## src/rtl/mod_counter.sv

```systemverilog
// Modulo-MODULUS up/down counter with clear, clamped load and a terminal-count flag.
// Define MOD_COUNTER_SAT_EN to saturate at the bounds instead of wrapping.
module mod_counter #(
  parameter int WIDTH   = 3,
  parameter int MODULUS = 8
) (
  input  logic             clk,
  input  logic             rst,
  input  logic             en,
  input  logic             up_dn,
  input  logic             clr,
  input  logic             load,
  input  logic [WIDTH-1:0] load_val,
  output logic [WIDTH-1:0] Dout,
  output logic             tc
);

  generate
    if (WIDTH < 1 || WIDTH > 16) begin : g_bad_width
      $error("mod_counter: WIDTH %0d outside 1..16", WIDTH);
    end
    if (MODULUS < 2 || MODULUS > (1 << WIDTH)) begin : g_bad_modulus
      $error("mod_counter: MODULUS %0d outside 2..2^WIDTH", MODULUS);
    end
  endgenerate

  localparam logic [WIDTH-1:0] MAX   = WIDTH'(MODULUS - 1);
  localparam logic [16:0]      MOD_U = 17'(MODULUS);

  logic             at_max, at_zero;
  logic [WIDTH-1:0] inc_val, dec_val, ld_val, cnt_d;

  assign at_max  = (Dout == MAX);
  assign at_zero = (Dout == '0);
  assign ld_val  = (17'(load_val) < MOD_U) ? load_val : MAX;

`ifdef MOD_COUNTER_SAT_EN
  assign inc_val = at_max  ? MAX : Dout + WIDTH'(1);
  assign dec_val = at_zero ? '0  : Dout - WIDTH'(1);
`else
  // With MODULUS == 2^WIDTH these collapse to natural binary overflow/underflow.
  assign inc_val = at_max  ? '0  : Dout + WIDTH'(1);
  assign dec_val = at_zero ? MAX : Dout - WIDTH'(1);
`endif

  always_comb begin
    cnt_d = Dout;
    if (clr)       cnt_d = '0;
    else if (load) cnt_d = ld_val;
    else if (en)   cnt_d = up_dn ? inc_val : dec_val;
  end

  always_ff @(posedge clk) begin
    if (!rst) Dout <= '0;
    else      Dout <= cnt_d;
  end

  // Flags the edge that will wrap, so a cascaded stage can use it as its enable.
  assign tc = en & ~clr & ~load & ((up_dn & at_max) | (~up_dn & at_zero));

endmodule

```

## config.mk

```make
export PLATFORM = sky130hd
export DESIGN_NAME = mod_counter
export DESIGN_NICKNAME = d
export VERILOG_FILES = /design/src/rtl/mod_counter.sv
export SDC_FILE = /design/constraint.sdc
export NUM_CORES = 1
export LEC_CHECK = 0
export ABC_AREA = 0
export BUFFER_PORTS_ARGS = -buffer_cell sky130_fd_sc_hd__buf_2
export CAP_MARGIN = 20
export CORE_AREA = 2 2 39 41
export DETAILED_ROUTE_END_ITERATION = 16
export DIE_AREA = 0 0 41 43
export GPL_TIMING_DRIVEN = 0
export HOLD_SLACK_MARGIN = 0.03
export RECOVER_POWER = 25
export SLEW_MARGIN = 20
export SYNTH_ARGS = -nofsm -noshare
export SYNTH_HDL_FRONTEND = slang
export SYNTH_SLANG_ARGS = --single-unit
```

## constraint.sdc

```tcl
create_clock -name clk -period 1.4 [get_ports clk]
set_input_delay 0.14 -clock clk [delete_from_list [all_inputs] [get_ports clk]]
set_output_delay 0.14 -clock clk [all_outputs]
set_load 0.005 [all_outputs]
```

Word level (Yosys, flattened, before mapping)
Cells that the tools add are included.
{ "totals": {"ff_bits": 3, "latch_bits": 0, "mem_bits_rw": 0, "mem_bits_ro": 0, "in_bits": 9, "output_inout_bits": 4, "elab_cells": 22, "mem_count": 0} }
{ "classes": {"n_addsub": 2, "mul": 0, "div_mod_pow": 0, "magnitude_cmp": 0, "n_eq_ne": 1, "shifts": 0, "muxes": 5, "n_bitwise": 10, "n_reduce_logical": 3} }
{ "op_table": {"columns": ["operator", "count"], "rows": [
  ["two-way mux 3 bit", 5],
  ["bitwise AND 1 bit", 5],
  ["inverter 1 bit", 4],
  ["adder 3 x 1 -> 3 bit (second input constant)", 1],
  ["== test 3 bit (second input constant)", 1],
  ["zero test 3 bit", 1],
  ["subtractor 3 x 1 -> 3 bit (second input constant)", 1],
  ["nonzero test 2 bit", 1],
  ["OR reduction 2 bit", 1],
  ["bitwise OR 1 bit", 1]
]} }

Logic depth before layout (Yosys ltp)
{ "logic_depth": {"depth_word": 5, "ltp_mapped": 5} }

Worst setup path after synthesis
Ideal clock, no wire load.
{ "synth_timing": {"path_type": "register to register", "from": "register Dout[0]", "to": "register Dout[2]", "setup_ns": 0.124, "t_arrival_ns": 1.156, "t_required_ns": 1.276, "path_slack_ns": 0.120, "path_stages_with_launch": 6, "n_path_buf": 0, "period_less_slack_ns": 1.280, "cell_sequence": "dfxtp_1 > inv_1 > ha_1 > or3_1 > a21oi_1 > o22ai_1"} }
{ "synth_between": {"elab_chain_len": 5} }
{ "synth_rtl": {"columns": ["element", "line", "text"], "rows": [
  ["start: declaration", "14", "output logic [WIDTH-1:0] Dout,"],
  ["start signal: assignment", "55", "else Dout <= cnt_d;"],
  ["subtractor 3 x 1 -> 3 bit, or another cell as far along", "43", "assign dec_val = at_zero ? MAX : Dout - WIDTH'(1);"],
  ["two-way mux 3 bit, on equally long branches", "43, 42", null],
  ["two-way mux 3 bit (*) (2 in series)", "50", "else if (en) cnt_d = up_dn ? inc_val : dec_val;"],
  ["two-way mux 3 bit (*)", "49", "else if (load) cnt_d = ld_val;"]
]} }
Mark *: on every way between the ends. The rest lies on a longest branch, timed or not. The select of a mux whose other input is x is not followed.
A chain may end at the register's enable or synchronous reset.

Worst setup path after layout
Same ends and word-level chain as after synthesis.

==> impl_metrics.toml <==
[finish]
final_common_cell = "buf_2"
final_cell_mix = "buf_2 (12), nor3b_1 (4), a21oi_1 (4), clkbuf_4 (3)"
area_growth_pct = 69.7
fillCellCount = 156
top_register = "Dout"
n_antenna_cell = 0
multi_input_area_um2 = 256
largest_registers = "Dout (3)"
final_layout_size_suffix_gt1_share_pct = 63.5
seq_area_um2 = 68.8
stdcell_count = 68
largest_register_ffs = 3
postLayoutCoreUtil_pct = 33.5
nets = 66

[drt]
first_pass_iters = 4
drc = 0
top_layer_used = "met3"
m1WireLength_um = 312
wl_met2_um = 465
via_count = 317
via_per_inst = 4.66
ant_nets = 0
drt_iter0_markers = 3
routed_wl_um = 825
wl_met3_um = 48
wl_per_cell_um = 12.1

[critical_path]
reg2reg_to = "Dout[2]$_SDFFE_PP0P_"
crit_path_start = "Dout[0]$_SDFFE_PP0P_"
cp_max_fo = 4
startpoint_type = "register"
reg2reg_slack_ns = 0.05
cp-endpoint = "Dout[2]$_SDFFE_PP0P_"
crit_type = "reg -> reg"
rr_startpoint = "Dout[0]$_SDFFE_PP0P_"
worstPathRequired_ns = 1.51
arrival_ns = 1.47
end_kind = "register"
rr_worst_depth = 5

[die]
die_w_um = 41
die_area_um2 = 1760
std_cell_rows = 14
io_pins = 13
die_h_um = 43
start_util_pct = 19.7
core_area_um2 = 1380

[clock_network]
cts-root-buf = "clkbuf_4"
numCtsBuffers = 3
cts.path.max_buffers = 2
clk_latency_ns = 0.24
clkSlewWorstSetupHoldPaths_ns = 0.04
cts_sinks = 3
tritoncts = "done"
htreeDepth = 1

[synthesis]
synth.cell_area_um2 = 273
synth_nets = 47
yosys-top-cells-area = "dfxtp_1 (22%), ha_1 (18%), a21oi_1 (11%), nor3b_1 (11%), nand2_1 (5.5%)"
ys_ff_latch = 3
yosysSeqAreaShare_pct = 22.0
yosysUniqueCellTypes = 15
yosys.area.top_type = "dfxtp_1"
yosys_warnings = 0
synth.top_cell.area_share_pct = 22.0
syn_inst = 34
avgSynthCellArea_um2 = 8.02

[place]
routabilityCongestion = 0.691
hpwl_um = 505
portBuffers = 12
post-place-cells = 62

[grt]
grt_max_degree = 8
grt_usage_pct = 9.13
grt_first_pass_wirelength_um = 1050
antenna_found_initial = 0
grt_pass1_vias = 273
grt_overflow = 0

[sta]
hold_viol_final = 0
setup_violations = 0
worst_pin_slew_ns = 0.270
finalMaxSlewViolations = 0
clock_skew_ns = 0.00660
period_minus_slack_ns = 1.35
fin_crit_sh_pct = 96.6
fin_tns_setup_ns = 0
timing.fmax_mhz = 739
slew_headroom_pct = 82.0

[power_and_ir_drop]
power_uw = 337
p_leak_nw = 0.189
max-vdd-ir-drop_v = 0.000295
pwr_density_cell_nw_per_um2 = 728

[status]
status = "finished, final reports clean"

[worst_hold_path]
hold_class = "in -> reg"

[run]
cap_violations = 0
cell type report:
type	count	share of cell area, %
sequential	3	14.9
multi-input combinational	28	55.4
tap	16	4.32
clock buffer	4	5.68
inverter	3	3.51
timing repair buffer	14	16.2
synth_stat cells:
cell and number:
or3_1 1, nand4_2 1, nor3b_1 4, o2111ai_1 1, o22ai_1 2, inv_1 3, nand2_1 4, nor2_1 1
dfxtp_1 3, nor2_4 1, nand2b_1 1, a21oi_1 6, o32ai_1 1, nor2b_1 1, ha_1 4
per-layer routing:
metal | track usage, % | up-vias
met5 | 0 | -
met4 | 10.0 | 0
met3 | 1.57 | 0
met2 | 11.6 | 8
met1 | 11.5 | 148
li1 | - | 161
what timing repair did:
item	in CTS	in global routing
hold endpoints to repair	0	0
hold buffers	0	0
setup endpoints to repair	1	3
resized for setup	5	16
setup buffers	1	1
pin swaps	0	2
gates cloned	0	0
worst min-delay path by stage:
stage / cells after the start / start / slack [ns] / to
global placement: 3 / load_val[1] / 0.44 / Dout[1]$_SDFFE_PP0P_
finish: 3 / rst / 0.21 / Dout[2]$_SDFFE_PP0P_
CTS: 3 / load_val[1] / 0.20 / Dout[1]$_SDFFE_PP0P_
floorplan: 2 / up_dn / 0.30 / Dout[2]$_SDFFE_PP0P_
global route: 3 / rst / 0.21 / Dout[2]$_SDFFE_PP0P_
detailed placement: 3 / load_val[1] / 0.45 / Dout[1]$_SDFFE_PP0P_
worst max-delay path, cell delays in order (launching register included):
cell and delay [ns]:
dfxtp_4 0.37, inv_4 0.05, ha_1 0.20, or3_1 0.37, a21oi_2 0.15, o22ai_1 0.09
metrics by stage:
stage / hold slack, ns / worst slack (ns) / area (µm²)
2_1_floorplan: 0.301 / 0.120 / 273
3_3_place_gp: 0.442 / 0.0214 / 353
3_5_place_dp: 0.450 / 0.0176 / 353
4_1_cts: 0.195 / 0.0115 / 397
5_1_grt: 0.214 / -0.0203 / 463
6_report: 0.205 / 0.0476 / 463
report_power, final:
group	total, mW	internal (mW)	switching (mW)
Sequential	0.0982	0.0893	0.00889
Combinational	0.0864	0.0436	0.0428
Clock	0.152	0.107	0.0456
Total	0.337	0.240	0.0973
logic make-up after synthesis:
kind of cell	after synthesis	synth area share, %
buffers and inverters	3	4.13
DFF	3	22.0
AOI/OAI and AO/OA	10	22.0
adders and majority gates	4	18.3
and+or+nand+nor	14	33.5
Note: power is estimated with default switching activity, not from simulation.
